**config.mk**
```make
export PLATFORM = sky130hd
export DESIGN_NAME = ra_pq_array
export DESIGN_NICKNAME = d
export VERILOG_FILES = /design/src/rtl/ra_pq_array.sv
export SDC_FILE = /design/constraint.sdc
export NUM_CORES = 1
export LEC_CHECK = 0
export ABC_AREA = 1
export CAP_MARGIN = 15
export CORE_UTILIZATION = 25
export CTS_CLUSTER_DIAMETER = 40
export DETAILED_ROUTE_END_ITERATION = 16
export GPL_ROUTABILITY_DRIVEN = 0
export GPL_TIMING_DRIVEN = 0
export HOLD_SLACK_MARGIN = 0.02
export PLACE_DENSITY = 0.39
export SETUP_SLACK_MARGIN = 0.5
export SLEW_MARGIN = 30
export SYNTH_ARGS = -nofsm -noshare
export SYNTH_HDL_FRONTEND = slang
export SYNTH_HIERARCHICAL = 1
export SYNTH_SLANG_ARGS = --single-unit
```
**constraint.sdc**
```tcl
create_clock -name clk -period 10.43 [get_ports clk]
set_clock_uncertainty 0.2 [all_clocks]
set_input_delay 1.5645 -clock clk [delete_from_list [all_inputs] [get_ports clk]]
set_output_delay 1.5645 -clock clk [all_outputs]
set_load 0.01 [all_outputs]
```
**src/rtl/ra_pq_array.sv**
```systemverilog
// Register-array priority queue.
// Entries are kept sorted by key, highest first, so the head is always
// slot 0. Enqueue, dequeue and replace (dequeue + enqueue) each finish in
// one clock. Every slot decides its next value from a single key compare
// against the incoming pair plus its neighbour's compare result. No signal
// ripples along the array.

package pq_pkg;
    parameter int KW = 8;
    parameter int VW = 8;

    typedef struct packed {
        logic [KW-1:0] key;
        logic [VW-1:0] val;
    } kv_t;
endpackage

// Two-way compare/select.
// a_gt_b is set when a outranks b. An invalid b always loses.
// On equal keys b is kept, which places new entries behind existing
// entries with the same key. Equal keys therefore leave in FIFO order.
module ra_pq_sort2
    import pq_pkg::*;
(
    input  kv_t  a,
    input  kv_t  b,
    input  logic b_valid,
    output kv_t  hi,
    output logic a_gt_b
);
    // Ordering decision and winner select.
    always_comb begin
        a_gt_b = !b_valid || (a.key > b.key);
        hi     = a_gt_b ? a : b;
    end
endmodule

module ra_pq_array
    import pq_pkg::*;
#(
    parameter int DEPTH = 16,
    parameter int CW    = $clog2(DEPTH + 1)
) (
    input  logic          clk,
    input  logic          rst,
    input  logic          enq,
    input  kv_t           ki,
    input  logic          deq,
    output kv_t           kout,
    output logic          empty,
    output logic          full,
    output logic [CW-1:0] count,
    output logic          ovf,
    output logic          unf
);
    // Registered storage. Valid entries are contiguous from slot 0.
    kv_t              slot [DEPTH];
    logic [DEPTH-1:0] v;

    // The "work" view is the array after an optional head removal.
    // Insertion is applied to this view, so replace needs no second cycle.
    kv_t              wk     [DEPTH];
    logic [DEPTH-1:0] wv;
    kv_t              hi     [DEPTH];
    logic [DEPTH-1:0] gt;
    kv_t              ins_kv [DEPTH];
    logic [DEPTH-1:0] ins_v;

    logic          do_enq;
    logic          do_deq;
    logic [CW-1:0] count_n;

    // Flags come only from the registered count.
    assign empty = (count == '0);
    assign full  = (count == CW'(DEPTH));
    assign kout  = slot[0];

    // Operation qualification. A dequeue on an empty queue is dropped.
    // An enqueue on a full queue is dropped unless a real dequeue frees
    // a slot in the same cycle.
    always_comb begin
        do_deq  = deq && !empty;
        do_enq  = enq && (!full || do_deq);
        count_n = count;
        if (do_enq && !do_deq) begin
            count_n = count + CW'(1);
        end else if (do_deq && !do_enq) begin
            count_n = count - CW'(1);
        end
    end

    for (genvar i = 0; i < DEPTH; i++) begin : g_slot
        kv_t  sh_kv;
        logic sh_v;

        // Left-shifted neighbour. Zeros enter at the tail.
        if (i < DEPTH - 1) begin : g_mid
            assign sh_kv = slot[i+1];
            assign sh_v  = v[i+1];
        end else begin : g_tail
            assign sh_kv = '0;
            assign sh_v  = 1'b0;
        end

        assign wk[i] = do_deq ? sh_kv : slot[i];
        assign wv[i] = do_deq ? sh_v  : v[i];

        ra_pq_sort2 u_cmp (
            .a       (ki),
            .b       (wk[i]),
            .b_valid (wv[i]),
            .hi      (hi[i]),
            .a_gt_b  (gt[i])
        );

        // gt is monotone along the array, because keys are non-increasing
        // and invalid slots always lose. The insertion point is therefore
        // the first slot whose gt is set. Slots after it take the
        // predecessor's entry. Slots before it keep the winner of their own
        // compare, which is their own entry.
        if (i == 0) begin : g_head
            assign ins_kv[i] = hi[i];
            assign ins_v[i]  = 1'b1;
        end else begin : g_body
            assign ins_kv[i] = gt[i-1] ? wk[i-1] : hi[i];
            assign ins_v[i]  = gt[i-1] ? wv[i-1] : (gt[i] | wv[i]);
        end
    end

    // State update: array, valid bits, count and the error pulses.
    always_ff @(posedge clk or posedge rst) begin
        if (rst) begin
            for (int i = 0; i < DEPTH; i++) begin
                slot[i] <= '0;
            end
            v     <= '0;
            count <= '0;
            ovf   <= 1'b0;
            unf   <= 1'b0;
        end else begin
            if (do_enq || do_deq) begin
                for (int i = 0; i < DEPTH; i++) begin
                    slot[i] <= do_enq ? ins_kv[i] : wk[i];
                end
                v <= do_enq ? ins_v : wv;
            end
            count <= count_n;
            ovf   <= enq && !deq && full;
            unf   <= deq && empty;
        end
    end
endmodule

```
==> results of run 1 <==
[per-stage QoR]
stage                     total power [mW]  hold WS [ns]  cells  TNS (ns)  instance area (um^2)
after floorplan                       7.15         0.249   5409         0                 30300
after global placement                9.67         0.261   7064  -1489.63                 32700
after detailed placement              9.69         0.265   7084         0                 33100
after CTS                             12.7         0.278   7258         0                 36400
after global routing                  13.8         0.291   7258         0                 36400
final                                 12.7         0.279   7261         0                 36400
[power by group through the flow]
stage                     registers (mW)  clock network [mW]  logic [mW]
after CTS                           2.20                2.96        7.51
final                               2.22                2.91        7.57
after global placement              2.22                   0        7.45
after detailed placement            2.21                   0        7.48
after floorplan                     2.01                   0        5.15
after global routing                2.28                3.02        8.47
[placed cells by master, fill, tap and decap left out, drive strengths merged]
cell,n
o21ai,79
and2,53
nand3b,5
clkinv,30
dfrtp,279
clkinvlp,2
diode,3
nand3,1175
a21oi,69
buf,242
fa,1
bufinv,5
ha,133
a21o,16
nand2,2063
inv,628
nor2,526
clkbuf,273
o211ai,20
a22oi,1
xnor2,1
nand4,17
xor2,1
clkdlybuf4s50,27
[layer usage]
| metal | vias to the layer above | track usage (%) |
|---|---|---|
| met5 | - | 0 |
| met4 | 0 | 7.19 |
| met3 | 223 | 3.71 |
| met2 | 1036 | 41.6 |
| met1 | 17100 | 35.8 |
| li1 | 17400 | - |
[state kept, by name, indices dropped and copies added (netlist names)]
name,cells
kout,16
g_slot.sh_kv,240
v,16
count,5
ovf,1
unf,1
[layout make-up]
class | instances | area [um^2] | share of cell area [%]
flip-flops and latches | 279 | 6980 | 19.2
inverters | 627 | 2360 | 6.49
plain buffers | 343 | 1690 | 4.64
repair buffers | 63 | 848 | 2.33
multi-input cells | 4160 | 19300 | 52.9
well taps | 1612 | 2020 | 5.54
diodes | 3 | 7.51 | 0.0206
clock buffers | 136 | 2800 | 7.70
clock inverters | 38 | 420 | 1.16
[logic make-up (layout without fill, tap and decap cells)]
kind of cell / count (synthesis) / after routing
compound gates: 185 / 185
flops: 279 / 279
buf+inv: 970 / 1207
xor+xnor: 2 / 2
fa+ha+maj: 134 / 134
simple gates: 3839 / 3839
other cells: 0 / 3
[worst register-to-register path, delay by kind of cell (launching register included)]
family / cells / cell delay, ns
DFF: 1 / 0.45
buffers and inverters: 7 / 2.63
adders and majority gates: 1 / 0.29
and+or+nand+nor: 13 / 1.79
[cells in the mapped netlist, drive strengths merged (5+ instances only)]
master | instances | area [um^2]
clkbuf | 136 | 510
inv | 626 | 2350
o211ai | 20 | 150
nand3b | 5 | 37.5
nor2 | 526 | 2020
a21oi | 69 | 349
o21ai | 79 | 395
a21o | 16 | 120
nand4 | 17 | 221
nand2 | 2063 | 8030
dfrtp | 279 | 6980
buf | 207 | 1170
and2 | 53 | 332
ha | 133 | 1660
nand3 | 1175 | 5890
[worst min-delay path by stage]
stage | start | end | slack (ns)
after floorplan | v[10]$_DFFE_PP0P_ | v[10]$_DFFE_PP0P_ | 0.25
after global placement | v[3]$_DFFE_PP0P_ | v[3]$_DFFE_PP0P_ | 0.26
after detailed placement | v[3]$_DFFE_PP0P_ | v[3]$_DFFE_PP0P_ | 0.26
after CTS | v[4]$_DFFE_PP0P_ | v[4]$_DFFE_PP0P_ | 0.28
after global routing | v[9]$_DFFE_PP0P_ | v[9]$_DFFE_PP0P_ | 0.29
final | v[9]$_DFFE_PP0P_ | v[9]$_DFFE_PP0P_ | 0.28
==> impl_metrics.toml, run 1 <==
[timing]
fmax_mhz = 145
fin_crit_sh_pct = 66.3
fin_ws_ns = 3.52
finalSetupViolCount = 0
hold_viol = 0
slew_headroom_pct = 31.0
slew_violations = 0
worstMarginPinSlew_ns = 1.03
rsz0062_at_grt = "no"
timing.final.crit_period_ns = 6.91

[worst_setup_path]
cp.depth = 21
path_cells = "clkdlybuf4s50_1, buf_2, buf_2, clkbuf_1, nand3_1, nand2_1, inv_1, ha_1, nand2_1, nor2_2, nand2_1, nand2_2, nand2_4, nand2_4, buf_6, clkbuf_1, buf_1, nand3_1, nand2_1, nand3_1, nand2_1"
cpMostUsedCell = "nand2_1"
critPathCapture = "g_slot[4].sh_kv[5]$_DFFE_PP0P_"
r2r_setup_slack_ns = 5.00
timing.rr.end = "g_slot[4].sh_kv[5]$_DFFE_PP0P_"
worstSetupStartpoint = "deq"
cp_top_family = "buffers and inverters"
cp-end-kind = "flop"
crit_type = "input pin to flop"
crit_buf_inv = 8
crit_fanout = 11
max_stage_delay_ns = 0.77
startpoint_type = "input pin"
cp.required_ns = 10.86
cp_slowest_cell = "clkdlybuf4s50_1"
cp_data_arrival_time_ns = 7.34
r2r_start = "count[4]$_DFFE_PP0P_"
rr_worst_depth = 21

[logic_synthesis]
yosys.area_share.simple_pct = 54.6
ys_warn_count = 6
synth_edf_count = 0
synth_mux_area_share_pct = 0
ys_ff_latch = 279
ys.flop_type = "dfrtp_1"
syn_inst = 5409
synth_top_family_by_area = "simple AND/OR/NAND/NOR gates"
synth_area_um2 = 30300
ys_types = 32
synth_fp_nets = 5563
synth.avg_cell_area_um2 = 5.60
async_flop_share_pct = 100
synth_compound_area_share_pct = 3.38
synth_adder_area_share_pct = 5.56
synth-xor-area-share_pct = 0.0579
yosysSeqAreaShare_pct = 23.1

[clocking]
cts_buffers = 96
cts_root_buf = "clkbuf_16"
cts_tree = "built"
clkSinkCount = 279
cts_buffer_depth = 3
cts-resized-gates = 0
post-cts-setup-buffers = 0
hold_buffers = 0
clock_latency_ns = 0.72
clk_pin_slew_worst_paths_ns = 0.04
htreeDepth = 3

[worst_hold_path]
hold_path_depth = 2
hp-class = "flop to flop"

[cells_and_area]
area.growth.synth_to_final_pct = 20.2
nFillCells = 13800
final_core_util_pct = 30.3
final_layout_size_suffix_gt1_share_pct = 8.18
fin_nets = 5724

[drt]
routed_wl_um = 159000
wl_met1_um = 74300
met2_length_um = 72100
ant_nets = 0
drt_iter0_markers = 3056
wl_met3_um = 8870
num_vias = 35800
viasPerCell = 4.93
first_pass_iters = 5
top_layer = "met4"
drcViolationCount = 0
wl_per_cell_um = 21.9

[pwr]
p_leak_nw = 20.5
clkPwrFrac_pct = 22.9
switching_power_mw = 6.75
swShare_pct = 53.2
worst_ir_drop_vdd_uv = 146
powerDensity_nw_per_um2 = 349
p_comb_share_pct = 59.6
internal-power_mw = 5.94
pwr-share-seq_pct = 17.5

[floorplanning]
rows = 127
die_area_um2 = 122000
core-area_um2 = 120000
initial_core_util_pct = 25.2
chipHeight_um = 350
io_pins = 45
die_w_um = 350

[place]
portBuffers = 43
pre_cts_slack_ns = 2.85
place_hpwl_um = 119000

[grt]
grt_first_pass_wirelength_um = 236000
gr-total-overflow = 0
grt_max_degree = 72
grt_pass1_vias = 34500
antenna_found_initial = 8
grt_use_total_pct = 25.9

[outcome]
status = "finished, final reports clean"

[run]
max_cap_violations = 0
(Power assumes the default switching activity.)
==> inputs of run 2 (changes only) <==
==> constraint.sdc (replaced) <==
create_clock -name clk -period 6.4 [get_ports clk]
set_clock_uncertainty 0.2 [all_clocks]
set_input_delay 0.96 -clock clk [delete_from_list [all_inputs] [get_ports clk]]
set_output_delay 0.96 -clock clk [all_outputs]
set_load 0.01 [all_outputs]
==> run 2 against run 1 <==
Die area unchanged. Sequential cell count is the same. Count of clock-buffer cells in the layout is 10 higher. Clock power up 69%. Combinational power increased by 62%. Register-to-register slack lost 4.1 ns. Design area up 0.73%. Non-clock buffer count is 8 higher.
==> impl_metrics.toml, run 2 (synthesis gave the netlist of run 1 again) <==
[floorplanning]
initial_core_util_pct = 25.2
core-area_um2 = 120000
die_area_um2 = 122000
chipHeight_um = 350
die_w_um = 350
io_pins = 45
rows = 127

[cells_and_area]
final_cell_mix = "nand2_1, nand3_1, inv_1"
fin_nets = 5732
area.growth.synth_to_final_pct = 21.1
final_layout_size_suffix_gt1_share_pct = 8.32
nFillCells = 13800
antenna_cells = 0
regArea_um2 = 6980
largest_reg_flops = 240
multiInputGateArea_um2 = 19300
final_common_cell = "nand2_1"
fin_area_um2 = 36600

[grt]
grt_use_total_pct = 25.8
grt_pass1_vias = 34500
antenna_found_initial = 7
grt_max_degree = 33
grt_first_pass_wirelength_um = 235000
gr-total-overflow = 0

[place]
dpl_cell_area_um2 = 33300
pre_cts_slack_ns = -0.474
portBuffers = 43
place_hpwl_um = 120000

[drt]
first_pass_iters = 6
routed_wl_um = 159000
num_vias = 35800
viasPerCell = 4.93
ant_nets = 0
drcViolationCount = 0
wl_per_cell_um = 21.9
drt_iter0_markers = 3112

[worst_setup_path]
crit_buf_inv = 8
cp-end-kind = "flop"
timing.rr.end = "g_slot[4].sh_kv[11]$_DFFE_PP0P_"
crit_fanout = 11
r2r_start = "count[0]$_DFFE_PP0P_"
rr_worst_depth = 21
cp_slowest_cell = "clkdlybuf4s50_1"
startpoint_type = "input pin"
r2r_setup_slack_ns = 0.92
cp_top_family = "buffers and inverters"
cp.required_ns = 6.80
cpMostUsedCell = "nand2_1"
crit_type = "input pin to flop"
cp.depth = 21
cp_data_arrival_time_ns = 6.20
max_stage_delay_ns = 0.78
path_cells = "clkdlybuf4s50_1, buf_2, buf_2, clkbuf_2, nand3_1, nand2_1, inv_1, ha_1, nand2_1, nor2_2, nand2_1, nand2_2, nand2_4, nand2_4, buf_6, clkbuf_1, clkbuf_2, nand3_1, nand2_1, nand3_1, nand2_1"

[timing]
rsz0062_at_grt = "yes"
worstMarginPinSlew_ns = 1.05
slew_violations = 0
hold_viol = 0
slew_headroom_pct = 29.7
finalSetupViolCount = 0
fin_ws_ns = 0.606
fin_crit_sh_pct = 90.5
fmax_mhz = 173
timing.final.crit_period_ns = 5.79

[clocking]
hold_buffers = 0
cts_buffer_depth = 3
cts_buffers = 96
clock_latency_ns = 0.69
cts_tree = "built"
clkSinkCount = 279
post-cts-setup-buffers = 0
htreeDepth = 3
clk_pin_slew_worst_paths_ns = 0.04
cts_root_buf = "clkbuf_16"

[run]
max_cap_violations = 0

[pwr]
worst_ir_drop_vdd_uv = 236
p_leak_nw = 20.6
powerDensity_nw_per_um2 = 569

[outcome]
status = "finished, final reports clean"

[worst_hold_path]
hold_path_depth = 2
min-delay-start = "v[10]$_DFFE_PP0P_"
hp-class = "flop to flop"
hold-path-endpoint = "v[10]$_DFFE_PP0P_"
## run 2: cell types whose count changed in the layout (fill, tap and decap cells not counted), moves of 3 or more
cell | before | now
buf_12 | 8 | 19
clkbuf_1 | 147 | 153
clkinv_2 | 24 | 19
bufinv_16 | 5 | 9
buf_1 | 48 | 45
clkbuf_2 | 5 | 8
diode_2 | 3 | 0
## run 2: final cells by class
| cell class | count | area share (%) |
|---|---|---|
| plain buffers | 343 | 4.62 |
| clock buffers | 146 | 7.90 |
| clock inverters | 32 | 1.22 |
| inverters | 627 | 6.43 |
| multi-input cells | 4160 | 52.5 |
| flip-flops and latches | 279 | 19.1 |
| well taps | 1612 | 5.50 |
| repair buffers | 71 | 2.73 |
## run 2: per-layer routing
layer  wire length, um  GRT usage (%)  vias to the layer above
li1                  -              -                    17400
met1             74000           35.6                    17100
met2             71600           41.5                     1074
met3              8630           3.76                      235
met4              4690           7.38                        6
met5                42              0                        -
## run 2: power by group
group          leakage (nW)  internal (mW)  switching (mW)
logic                  15.6           3.84            8.48
registers              3.37           2.65           0.958
clock network          1.66           3.43            1.50
total                  20.6           9.91            10.9
## run 2: repair_timing
action / in CTS / in global routing
resized for setup: 1 / 4
gates cloned: 0 / 0
endpoints found under the setup margin: 25 / 46
## run 2: through the flow
stage                     util, %  hold slack (ns)  std cells  total power [mW]  setup TNS (ns)
final                        30.5            0.275       7270              20.8               0
after global routing         30.5            0.293       7270              22.6               0
after CTS                    30.5            0.276       7270              20.8               0
after detailed placement     27.7            0.265       7092              15.8           -9.64
after global placement       27.3            0.262       7064              15.8         -552.90
after floorplan                 -            0.249       5409              11.7               0
## run 2: worst max-delay path by stage
stage | start | endpoint | slack [ns]
after global placement | rst | g_slot[8].sh_kv[6]$_DFFE_PP0P_ | -2.04
after CTS | deq | g_slot[4].sh_kv[11]$_DFFE_PP0P_ | 0.51
after global routing | deq | g_slot[2].sh_kv[3]$_DFFE_PP0P_ | 0.47
final | deq | g_slot[4].sh_kv[11]$_DFFE_PP0P_ | 0.61
after floorplan | rst | count[0]$_DFFE_PP0P_ | 1.55
after detailed placement | deq | g_slot[4].sh_kv[11]$_DFFE_PP0P_ | -0.47
## run 2: worst min-delay path, cell delays in order (launching register included)
cell	delay, ns
dfrtp_1	0.33
nand2_1	0.06
nand2_1	0.05
